===== src/rtl/axi_pkg.sv =====
// Shared AXI definitions for the default-slave responder: response codes,
// default field widths and the channel state encodings.
package axi_pkg;

  localparam logic [1:0] RESP_OKAY   = 2'b00;
  localparam logic [1:0] RESP_DECERR = 2'b11;

  localparam int ID_W   = 8;
  localparam int DATA_W = 32;
  localparam int LEN_W  = 4;

  typedef enum logic {R_IDLE, R_DATA} r_state_t;
  typedef enum logic [1:0] {W_IDLE, W_DATA, W_RESP} w_state_t;

endpackage


===== src/rtl/axi_beat_cnt.sv =====
// Read-burst beat counter: loaded with the burst length at the AR handshake,
// stepped on every R handshake, and exposes a registered "last beat" flag.
// The flag drops on the handshake of the final beat, so the count never wraps.
module axi_beat_cnt #(
  parameter int LEN_W = axi_pkg::LEN_W
) (
  input  logic             clk,
  input  logic             rst,
  input  logic             load,
  input  logic [LEN_W-1:0] load_len,
  input  logic             step,
  output logic             last
);

  logic [LEN_W-1:0] cnt;
  logic [LEN_W-1:0] len;

  // Load clears the count; each step advances it and precomputes the last flag.
  always_ff @(posedge clk or posedge rst) begin
    if (rst) begin
      cnt  <= '0;
      len  <= '0;
      last <= 1'b0;
    end else if (load) begin
      cnt  <= '0;
      len  <= load_len;
      last <= (load_len == '0);
    end else if (step) begin
      if (last) begin
        last <= 1'b0;
      end else begin
        cnt  <= cnt + 1'b1;
        last <= ((cnt + 1'b1) == len);
      end
    end
  end

endmodule


===== src/rtl/axi_default_slave.sv =====
// AXI4 default slave: completes every read and write burst with DECERR.
// Read data is zero, write data is discarded. Read and write channels are
// independent, one outstanding transaction each, all outputs registered.
// Optional build macro AXI_DEFAULT_SLAVE_STATS_EN adds saturating 16-bit
// counters of accepted AR and AW handshakes (err_rd_cnt / err_wr_cnt).
module axi_default_slave #(
  parameter int ID_W   = axi_pkg::ID_W,
  parameter int DATA_W = axi_pkg::DATA_W,
  parameter int LEN_W  = axi_pkg::LEN_W
) (
  input  logic                clk,
  input  logic                rst,
`ifdef AXI_DEFAULT_SLAVE_STATS_EN
  output logic [15:0]         err_rd_cnt,
  output logic [15:0]         err_wr_cnt,
`endif
  input  logic [ID_W-1:0]     ARID,
  input  logic [31:0]         ARADDR,
  input  logic [LEN_W-1:0]    ARLEN,
  input  logic [2:0]          ARSIZE,
  input  logic [1:0]          ARBURST,
  input  logic                ARVALID,
  output logic                ARREADY,
  output logic [ID_W-1:0]     RID,
  output logic [DATA_W-1:0]   RDATA,
  output logic [1:0]          RRESP,
  output logic                RLAST,
  output logic                RVALID,
  input  logic                RREADY,
  input  logic [ID_W-1:0]     AWID,
  input  logic [31:0]         AWADDR,
  input  logic [LEN_W-1:0]    AWLEN,
  input  logic [2:0]          AWSIZE,
  input  logic [1:0]          AWBURST,
  input  logic                AWVALID,
  output logic                AWREADY,
  input  logic [DATA_W-1:0]   WDATA,
  input  logic [DATA_W/8-1:0] WSTRB,
  input  logic                WLAST,
  input  logic                WVALID,
  output logic                WREADY,
  output logic [ID_W-1:0]     BID,
  output logic [1:0]          BRESP,
  output logic                BVALID,
  input  logic                BREADY
);

  import axi_pkg::*;

  r_state_t r_state;
  w_state_t w_state;

  logic ar_hs;
  logic aw_hs;
  logic r_hs;

  // Address, size, burst type and write payload carry no meaning here.
  logic unused_inputs;
  assign unused_inputs = ^{ARADDR, ARSIZE, ARBURST, AWADDR, AWLEN, AWSIZE,
                           AWBURST, WDATA, WSTRB};

  assign ar_hs = (r_state == R_IDLE) && ARREADY && ARVALID;
  assign aw_hs = (w_state == W_IDLE) && AWREADY && AWVALID;
  assign r_hs  = RVALID && RREADY;

  assign RDATA = '0;

  axi_beat_cnt #(.LEN_W(LEN_W)) u_beat_cnt (
    .clk      (clk),
    .rst      (rst),
    .load     (ar_hs),
    .load_len (ARLEN),
    .step     (r_hs),
    .last     (RLAST)
  );

  // Read channel: accept one AR, stream len+1 zero beats with DECERR, repeat.
  always_ff @(posedge clk or posedge rst) begin
    if (rst) begin
      r_state <= R_IDLE;
      ARREADY <= 1'b0;
      RVALID  <= 1'b0;
      RRESP   <= RESP_OKAY;
      RID     <= '0;
    end else begin
      case (r_state)
        R_IDLE: begin
          if (ar_hs) begin
            RID     <= ARID;
            ARREADY <= 1'b0;
            RVALID  <= 1'b1;
            RRESP   <= RESP_DECERR;
            r_state <= R_DATA;
          end else begin
            ARREADY <= 1'b1;
          end
        end
        R_DATA: begin
          if (r_hs && RLAST) begin
            RVALID  <= 1'b0;
            RRESP   <= RESP_OKAY;
            ARREADY <= 1'b1;
            r_state <= R_IDLE;
          end
        end
        default: r_state <= R_IDLE;
      endcase
    end
  end

  // Write channel: AW first, then swallow W beats until WLAST, then one B.
  always_ff @(posedge clk or posedge rst) begin
    if (rst) begin
      w_state <= W_IDLE;
      AWREADY <= 1'b0;
      WREADY  <= 1'b0;
      BVALID  <= 1'b0;
      BRESP   <= RESP_OKAY;
      BID     <= '0;
    end else begin
      case (w_state)
        W_IDLE: begin
          if (aw_hs) begin
            BID     <= AWID;
            AWREADY <= 1'b0;
            WREADY  <= 1'b1;
            w_state <= W_DATA;
          end else begin
            AWREADY <= 1'b1;
          end
        end
        W_DATA: begin
          if (WVALID && WLAST) begin
            WREADY  <= 1'b0;
            BVALID  <= 1'b1;
            BRESP   <= RESP_DECERR;
            w_state <= W_RESP;
          end
        end
        W_RESP: begin
          if (BREADY) begin
            BVALID  <= 1'b0;
            BRESP   <= RESP_OKAY;
            AWREADY <= 1'b1;
            w_state <= W_IDLE;
          end
        end
        default: w_state <= W_IDLE;
      endcase
    end
  end

`ifdef AXI_DEFAULT_SLAVE_STATS_EN
  function automatic logic [15:0] sat_inc(input logic [15:0] v);
    return (v == 16'hFFFF) ? v : v + 16'd1;
  endfunction

  // Count decode-error transactions per direction, sticking at all-ones.
  always_ff @(posedge clk or posedge rst) begin
    if (rst) begin
      err_rd_cnt <= '0;
      err_wr_cnt <= '0;
    end else begin
      if (ar_hs) err_rd_cnt <= sat_inc(err_rd_cnt);
      if (aw_hs) err_wr_cnt <= sat_inc(err_wr_cnt);
    end
  end
`endif

endmodule

===== config.mk =====
export PLATFORM = sky130hd
export DESIGN_NAME = axi_default_slave
export DESIGN_NICKNAME = d
export VERILOG_FILES = /design/src/rtl/axi_pkg.sv /design/src/rtl/axi_beat_cnt.sv /design/src/rtl/axi_default_slave.sv
export SDC_FILE = /design/constraint.sdc
export NUM_CORES = 1
export LEC_CHECK = 0
export CORE_AREA = 2 2 77 79
export DETAILED_ROUTE_END_ITERATION = 10
export DIE_AREA = 0 0 79 81
export DONT_BUFFER_PORTS = 1
export GPL_TIMING_DRIVEN = 0
export PLACE_DENSITY = 0.5
export SLEW_MARGIN = 20
export SYNTH_ARGS = -nofsm -noshare
export SYNTH_HDL_FRONTEND = slang
export SYNTH_HIERARCHICAL = 1
export SYNTH_SLANG_ARGS = --single-unit

===== constraint.sdc =====
create_clock -name clk -period 2.1 [get_ports clk]
set_input_delay 0.21 -clock clk [delete_from_list [all_inputs] [get_ports clk]]
set_output_delay 0.21 -clock clk [all_outputs]
set_load 0.02 [all_outputs]

==> impl_metrics.py, run 1 <==
metrics = {
    "cells_and_area": {
        "antennaDiodeCount": 0,
        "final_nets": 326,
        "areaGrowthSynthToFinish_pct": 20.4,
        "fin_area_mm2": 0.00201,
        "final_util_pct": 35.4,
        "drive_above_1_share_pct": 38.6,
    },
    "floorplan": {
        "dieArea_mm2": 0.00640,
        "dieWidth_um": 79,
        "initial_core_util_pct": 29.4,
        "pin_count": 200,
        "row_count": 28,
        "fp.dieH_um": 81,
        "core_area_mm2": 0.00568,
    },
    "critical_path": {
        "crit_fanout": 11,
        "cpPeakStageDelay_ns": 0.48,
        "cp-start-kind": "flop",
        "crit_path_end_kind": "flop",
        "crit_type": "flop to flop",
        "crit_chain": "nand3_1 -> inv_2 -> clkbuf_1 -> nor2_1 -> a22oi_1 -> o31ai_1",
        "crit_arrival_ns": 1.97,
        "critPathSlowestCell": "dfrtp_1",
        "path_buf_inv": 2,
        "cp_top_family": "buffers and inverters",
        "required_ns": 2.26,
    },
    "clock_network": {
        "holdBufCountCts": 1,
        "htreeDepth": 2,
        "clock_latency_ns": 0.28,
        "cts_tree": "yes",
        "cts_setup_buffers": 0,
        "cts.sinks": 33,
        "cts.root.buffer_cell": "clkbuf_8",
        "ctsResizeCount": 0,
        "cts_buffers": 5,
        "clk_pin_slew_worst_paths_ns": 0.07,
        "clockBufferDepth": 2,
    },
    "place": {
        "dp_hpwl_um": 2410,
        "numPortBuffers": 0,
        "dp_slack_ns": 0.246,
        "place_area_mm2": 0.00188,
        "gp_congestion": 0.664,
    },
    "global_route": {
        "grt.overflow.total": 0,
        "antenna_found_initial": 0,
        "grt_pass1_vias": 1002,
        "grt_first_pass_wirelength_um": 4910,
        "grt_usage_pct": 10.3,
        "grt_max_degree": 25,
    },
    "timing": {
        "max_freq_ghz": 0.553,
        "fin_crit_sh_pct": 86.2,
        "setup_viol": 0,
        "tightest_slew_ns": 0.882,
        "rsz0062_at_grt": "false",
        "layout_setup_ws_ns": 0.291,
        "report.final.slew_viol_count": 0,
        "setup_tns_ns": 0,
        "final.setup_skew_ns": 0.00669,
        "period_minus_slack_ns": 1.81,
        "finalHoldViolCount": 0,
        "slew_headroom_pct": 41.1,
    },
    "synthesis": {
        "netlist.area_leader.share_pct": 49.5,
        "synth-edff-count": 0,
        "synth_area_leader_cell": "dfrtp_1",
        "syn_avg_cell_area_um2": 11.6,
        "yosysMostFrequentCell": "buf_4",
        "async_flop_share_pct": 100,
        "ys_types": 32,
        "synth_top_family_by_area": "buffers and inverters",
        "synth.ff_latch_count": 33,
        "synth_compound_area_share_pct": 4.43,
        "ys_top_cells_by_count": "36 x buf_4, 33 x dfrtp_1, 20 x mux2_2",
        "synth_seq_area_share_pct": 49.5,
        "synth_xor_xnor_area_share_pct": 4.20,
        "synth_mux_area_share_pct": 14.1,
        "netlist_instances": 144,
        "ys_top_cells_by_area": "dfrtp_1 50%, buf_4 16%, mux2_2 14%",
        "synth_area_mm2": 0.00167,
        "synthSimpleGateAreaFrac_pct": 8.26,
        "synth_flop_cell": "dfrtp_1",
        "synth_fa_ha_area_share_pct": 0.751,
        "yosys_warnings": 6,
    },
    "status": {
        "status": "finished, final reports clean",
    },
    "job": {
        "maxCapViolations": 0,
    },
    "routing": {
        "vias_per_cell": 3.78,
        "routed_wirelength_um": 3040,
        "first_pass_iters": 3,
        "num_vias": 980,
        "wire_per_inst_um": 11.7,
        "drtIter0Drc": 17,
        "ant_nets": 0,
        "drcViolationCount": 0,
    },
    "power": {
        "vdd_drop_max_mv": 0.612,
        "p_per_area_mw_per_mm2": 1490,
        "leakage_nw": 0.981,
    },
    "worst_hold_path": {
        "min_path_type": "input pin to async pin",
    },
}
==> cells in the final DEF, fill, tap and decap left out, drive strengths merged, types with 2 or more instances in the layout <==
cell / count
nor2: 7
conb: 32
xnor2: 4
clkbuf: 7
buf: 37
dfrtp: 33
a21oi: 3
nand2b: 2
inv: 6
xor2: 4
o21ai: 2
nand3: 3
mux2: 20
nand2: 6
==> worst register-to-register path: stages (launching register included) <==
cell	delay, ns
dfrtp_1	0.48
nand3_1	0.17
inv_2	0.25
clkbuf_1	0.41
nor2_1	0.10
a22oi_1	0.19
o31ai_1	0.09
==> sequential cells by signal, summed over array words and instances (netlist names) <==
signal,cells
u_beat_cnt/len,4
w_state,2
r_state,1
RID,8
BID,8
u_beat_cnt/cnt,4
u_beat_cnt/last,1
RRESP,1
WREADY,1
ARREADY,1
AWREADY,1
BRESP,1
==> final timing paths <==
check                        start                 to  slack (ns)  cells after the start
hold / removal                 rst             RID[2]     0.00008                      1
setup reg to reg           ARREADY    u_beat_cnt/last        0.29                      6
max in group asynchronous      rst  u_beat_cnt/len[3]        1.49                      2
hold reg to reg            r_state            r_state        0.51                      2
setup / recovery           ARREADY    u_beat_cnt/last        0.29                      6
min in group clk           AWID[2]             BID[2]        0.07                      1
==> layer usage <==
layer,global-route usage (%),vias to the layer above,wire length [um]
li1,-,484,-
met1,11.8,418,1300
met2,14.3,73,1100
met3,7.11,5,605
met4,5.17,0,40
met5,0,-,0
==> cell families (layout without fill, tap and decap cells) <==
| logic type | Yosys count | count (layout) |
|---|---|---|
| buffers and inverters | 44 | 53 |
| flip-flops | 33 | 33 |
| AND/OR/NAND/NOR | 25 | 25 |
| AO/OA/AOI/OAI | 11 | 11 |
| XOR/XNOR | 8 | 8 |
| other | 1 | 32 |
| adder cells (fa/ha/maj) | 1 | 1 |
| multiplexers | 21 | 21 |
==> layout make-up <==
class / instances / area [um2]
buffer: 38 / 285
clock buffer: 6 / 82.6
clock inverter: 2 / 37.5
fill: 583 / 3670
inverter: 6 / 22.5
multi-input combinational: 98 / 649
sequential: 33 / 826
tap: 75 / 93.8
timing repair buffer: 1 / 10.0
==> power breakdown <==
group | switching, W | internal (W) | total, W | leakage, nW
registers | 0.000530 | 0.000945 | 0.00148 | 0.391
clock network | 0.000231 | 0.000386 | 0.000617 | 0.0574
logic | 0.000398 | 0.000498 | 0.000896 | 0.532
==> per-stage QoR <==
step                hold WS, ns  cells  total power (W)
finish                0.0000791    259          0.00299
global route             0.0571    259          0.00321
CTS                      0.0545    259          0.00304
detailed placement        0.100    250          0.00240
global placement         0.0954    250          0.00238
floorplan                0.0379    175          0.00222
(Power assumes the default switching activity.)
==> run 2: changes to the inputs <==
CORE_AREA = unset   (was 2 2 77 79)
CORE_ASPECT_RATIO = 1.5   (was unset)
CORE_MARGIN = 2   (was unset)
CORE_UTILIZATION = 29   (was unset)
CTS_CLUSTER_SIZE = 40   (was unset)
DIE_AREA = unset   (was 0 0 79 81)
DONT_BUFFER_PORTS = unset   (was 1)
PLACE_DENSITY = 0.93   (was 0.5)
clock period = 2.3 ns   (was 2.1 ns; I/O delays follow)
==> impl_metrics.py, run 2 (synthesized netlist as in run 1, its figures left out) <==
metrics = {
    "cells_and_area": {
        "final_common_cell": "clkdlybuf4s50_1",
        "areaGrowthSynthToFinish_pct": 51.3,
        "reg_top3": "BID x8, RID x8",
        "final_util_pct": 45.9,
        "antennaDiodeCount": 0,
        "layout_common_cells": "53 x clkdlybuf4s50_1, 36 x buf_4, 33 x dfrtp_1, 32 x conb_1, 20 x mux2_2",
        "final_nets": 378,
        "drive_above_1_share_pct": 30.1,
    },
    "critical_path": {
        "critPathSlowestCell": "clkbuf_1",
        "crit_path_end_kind": "flop",
        "crit_fanout": 11,
        "crit_chain": "inv_1 -> nand3_1 -> inv_2 -> clkbuf_1 -> nor2_1 -> a22oi_1 -> o31ai_1",
        "cp-start-kind": "flop",
        "required_ns": 2.46,
        "crit_arrival_ns": 1.89,
        "cpPeakStageDelay_ns": 0.40,
        "reg2reg_from": "r_state",
        "crit_type": "flop to flop",
        "setup.worst_path.start": "r_state",
    },
    "routing": {
        "drcViolationCount": 0,
        "drtIter0Drc": 13,
        "ant_nets": 0,
        "first_pass_iters": 4,
        "vias_per_cell": 4.01,
        "wire_per_inst_um": 10.8,
        "routed_wirelength_um": 3320,
        "num_vias": 1228,
    },
    "timing": {
        "max_freq_ghz": 0.579,
        "period_minus_slack_ns": 1.73,
        "fin_crit_sh_pct": 75.0,
        "slew_headroom_pct": 37.1,
        "setup_tns_ns": 0,
        "rsz0062_at_grt": "false",
        "report.final.slew_viol_count": 0,
        "setup_viol": 0,
        "tightest_slew_ns": 0.942,
        "final.setup_skew_ns": 0.00215,
        "finalHoldViolCount": 0,
    },
    "place": {
        "dp_hpwl_um": 2570,
        "gp_congestion": 0.743,
        "numPortBuffers": 53,
    },
    "global_route": {
        "grt_usage_pct": 11.0,
        "grt.overflow.total": 0,
        "grt_pass1_vias": 1177,
        "grt_first_pass_wirelength_um": 5330,
        "grt_max_degree": 25,
        "antenna_found_initial": 0,
    },
    "worst_hold_path": {
        "min_path_type": "input pin to async pin",
    },
    "floorplan": {
        "dieArea_mm2": 0.00638,
        "core_area_mm2": 0.00549,
        "fp.dieH_um": 96.8,
        "row_count": 33,
        "initial_core_util_pct": 30.3,
        "dieWidth_um": 65.9,
        "pin_count": 200,
    },
    "clock_network": {
        "clockBufferDepth": 2,
        "ctsResizeCount": 0,
        "cts_tree": "yes",
        "clk_pin_slew_worst_paths_ns": 0.07,
        "clock_latency_ns": 0.28,
        "cts.sinks": 33,
        "holdBufCountCts": 0,
        "htreeDepth": 2,
        "cts_buffers": 5,
        "cts.root.buffer_cell": "clkbuf_8",
        "cts_setup_buffers": 0,
    },
    "power": {
        "leakage_nw": 1.18,
        "vdd_drop_max_mv": 0.863,
        "p_per_area_mw_per_mm2": 1270,
    },
    "job": {
        "maxCapViolations": 0,
    },
    "status": {
        "status": "finished, final reports clean",
    },
}
run 2: worst paths after layout:
check / endpoint / slack, ns / cells past startpoint
max in group asynchronous: BID[6] / 1.23 / 2
hold reg to reg: WREADY / 0.49 / 1
setup / recovery: u_beat_cnt/last / 0.57 / 7
hold / removal: u_beat_cnt/cnt[0] / 0.24 / 2
min in group clk: WREADY / 0.49 / 1
setup reg to reg: u_beat_cnt/last / 0.57 / 7
run 2: worst max-delay path, delay by kind of cell, from the launching register on:
family | cells | cell delay (ns)
compound gates | 2 | 0.28
flops | 1 | 0.37
buf+inv | 3 | 0.72
simple gates | 2 | 0.24
run 2: layout make-up:
class / instances / area [um2]
timing repair buffer: 53 / 531
fill: 528 / 2970
sequential: 33 / 826
inverter: 6 / 22.5
multi-input combinational: 98 / 649
tap: 70 / 87.6
buffer: 38 / 285
clock buffer: 6 / 82.6
clock inverter: 2 / 37.5
run 2: per-stage QoR:
stage          setup slack [ns]  power (W)  cell area [um2]  std cells  hold slack (ns)
4_1_cts                   0.545    0.00326             2520        306            0.241
5_1_grt                   0.407    0.00342             2520        306            0.292
6_report                  0.574    0.00321             2520        306            0.241
2_1_floorplan             0.686    0.00203             1780        175           0.0579
3_5_place_dp              0.316    0.00266             2400        298            0.475
3_3_place_gp              0.362    0.00261             2400        298            0.470
run 2: power by group:
| part | leakage (nW) | switching [W] | internal [W] |
|---|---|---|---|
| logic | 0.735 | 0.000709 | 0.000861 |
| registers | 0.391 | 0.000208 | 0.000865 |
| clock network | 0.0574 | 0.000215 | 0.000352 |
| total | 1.18 | 0.00113 | 0.00208 |
run 2: routing by layer:
metal	share of wire [%]	global-route usage (%)
met4	1.4	4.81
met2	46	17.4
met5	0	0
met1	37	11.7
met3	16	6.05
==> run 3: changes to the inputs <==
CORE_UTILIZATION = 27   (was 29)
PLACE_DENSITY = 0.88   (was 0.93)
clock period = 1.7 ns   (was 2.3 ns; I/O delays follow)
==> impl_metrics.py, run 3 (synthesized netlist as in run 1, its figures left out) <==
metrics = {
    "place": {
        "placedCellCount": 302,
        "gp_congestion": 0.713,
        "numPortBuffers": 53,
        "dp_hpwl_um": 2630,
    },
    "timing": {
        "report.final.slew_viol_count": 0,
        "finalHoldViolCount": 0,
        "rsz0062_at_grt": "false",
        "fin_crit_sh_pct": 96.3,
        "max_freq_ghz": 0.611,
        "slew_headroom_pct": 42.0,
        "period_minus_slack_ns": 1.64,
        "setup_viol": 0,
        "final.setup_skew_ns": 0.00436,
        "tightest_slew_ns": 0.865,
    },
    "critical_path": {
        "crit_path_end_kind": "flop",
        "crit_fanout": 3,
        "required_ns": 1.89,
        "crit_arrival_ns": 1.83,
        "cp-start-kind": "flop",
        "crit_type": "flop to flop",
    },
    "floorplan": {
        "core_area_mm2": 0.00604,
        "dieArea_mm2": 0.00683,
        "row_count": 35,
        "dieWidth_um": 68.2,
        "pin_count": 200,
        "initial_core_util_pct": 27.6,
        "fp.dieH_um": 100,
    },
    "routing": {
        "ant_nets": 0,
        "vias_per_cell": 3.93,
        "first_pass_iters": 4,
        "drtIter0Drc": 16,
        "routed_wirelength_um": 3400,
        "wire_per_inst_um": 11.0,
        "num_vias": 1217,
        "drcViolationCount": 0,
    },
    "clock_network": {
        "clockBufferDepth": 2,
        "cts.root.buffer_cell": "clkbuf_8",
        "htreeDepth": 2,
        "cts.sinks": 33,
        "cts_tree": "yes",
        "clock_latency_ns": 0.28,
        "cts_buffers": 5,
        "clk_pin_slew_worst_paths_ns": 0.07,
    },
    "worst_hold_path": {
        "min_path_type": "input pin to async pin",
    },
    "cells_and_area": {
        "fin_cells": 310,
        "final_nets": 379,
        "fill_cells": 580,
        "reg_top3": "BID x8, RID x8",
        "final_util_pct": 41.4,
        "areaGrowthSynthToFinish_pct": 50.3,
        "layout_common_cells": "53 x clkdlybuf4s50_1, 37 x buf_4, 33 x dfrtp_1, 32 x conb_1, 20 x mux2_2",
        "antennaDiodeCount": 0,
        "final_common_cell": "clkdlybuf4s50_1",
        "drive_above_1_share_pct": 30.5,
    },
    "global_route": {
        "grt_pass1_vias": 1202,
        "grt.overflow.total": 0,
        "grt_usage_pct": 10.8,
        "antenna_found_initial": 0,
        "grt_max_degree": 25,
        "grt_first_pass_wirelength_um": 5490,
    },
    "power": {
        "leakage_nw": 1.17,
        "vdd_drop_max_mv": 1.03,
        "p_per_area_mw_per_mm2": 1680,
    },
    "job": {
        "maxCapViolations": 0,
    },
    "status": {
        "status": "finished, final reports clean",
    },
}
run 3: changes by cell type in the layout (fill, tap and decap cells not counted), sizes merged:
cell    before  now
bufinv       1    0
inv          6    5
clkbuf       7    6
buf         37   39
clkinv       0    1
run 3: per-layer routing:
layer	track usage [%]	vias to the layer above	share of wire [%]
li1	-	592	-
met4	4.62	0	1.6
met5	0	-	0
met1	12.5	536	39
met3	4.93	4	14
met2	17.0	85	46
run 3: critical path, cell delays in order, from the launching register on:
cell,delay (ns)
dfrtp_1,0.41
ha_1,0.32
xor2_1,0.14
or4_1,0.46
o31ai_1,0.22
run 3: cell type report:
type	count	area, um2	share of cell area (%)
multi-input cells	98	649	25.9
well taps	74	92.6	3.70
plain buffers	38	287	11.4
inverters	6	22.5	0.899
repair buffers	54	538	21.5
flip-flops and latches	33	826	33.0
clock inverters	1	7.51	0.300
clock buffers	6	82.6	3.30
run 3: timing repair:
action | CTS | global route
resized for setup | 1 | 1
setup buffers | 1 | 0
hold buffers | 0 | 0
setup endpoints to repair | 5 | 1
hold endpoints to repair | 0 | 0
run 3: final timing paths:
path / from / end / slack, ns / cells after the start
worst max-delay path: u_beat_cnt/cnt[1] / u_beat_cnt/last / 0.06 / 4
worst min-delay path: rst / u_beat_cnt/cnt[1] / 0.19 / 2
worst max register to register: u_beat_cnt/cnt[1] / u_beat_cnt/last / 0.06 / 4
worst min register to register: WREADY / WREADY / 0.49 / 1
max in group asynchronous: rst / RID[5] / 1.00 / 2
min in group clk: WREADY / WREADY / 0.49 / 1
run 3: report_power, final:
part,switching [W],internal (W)
Clock,0.000287,0.000320
Combinational,0.000975,0.00118
Sequential,0.000276,0.00117
Total,0.00154,0.00267
run 3: metrics by stage:
step           hold WS (ns)  total power (W)  TNS (ns)  setup WS (ns)  cell area, um2
6_report              0.188          0.00421         0         0.0635            2500
2_1_floorplan      -0.00208          0.00274         0         0.0861            1780
4_1_cts               0.181          0.00427         0         0.0556            2500
3_5_place_dp          0.478          0.00361     -1.17         -0.238            2410
3_3_place_gp          0.468          0.00354    -0.952         -0.192            2410
5_1_grt               0.233          0.00450         0       0.000395            2500
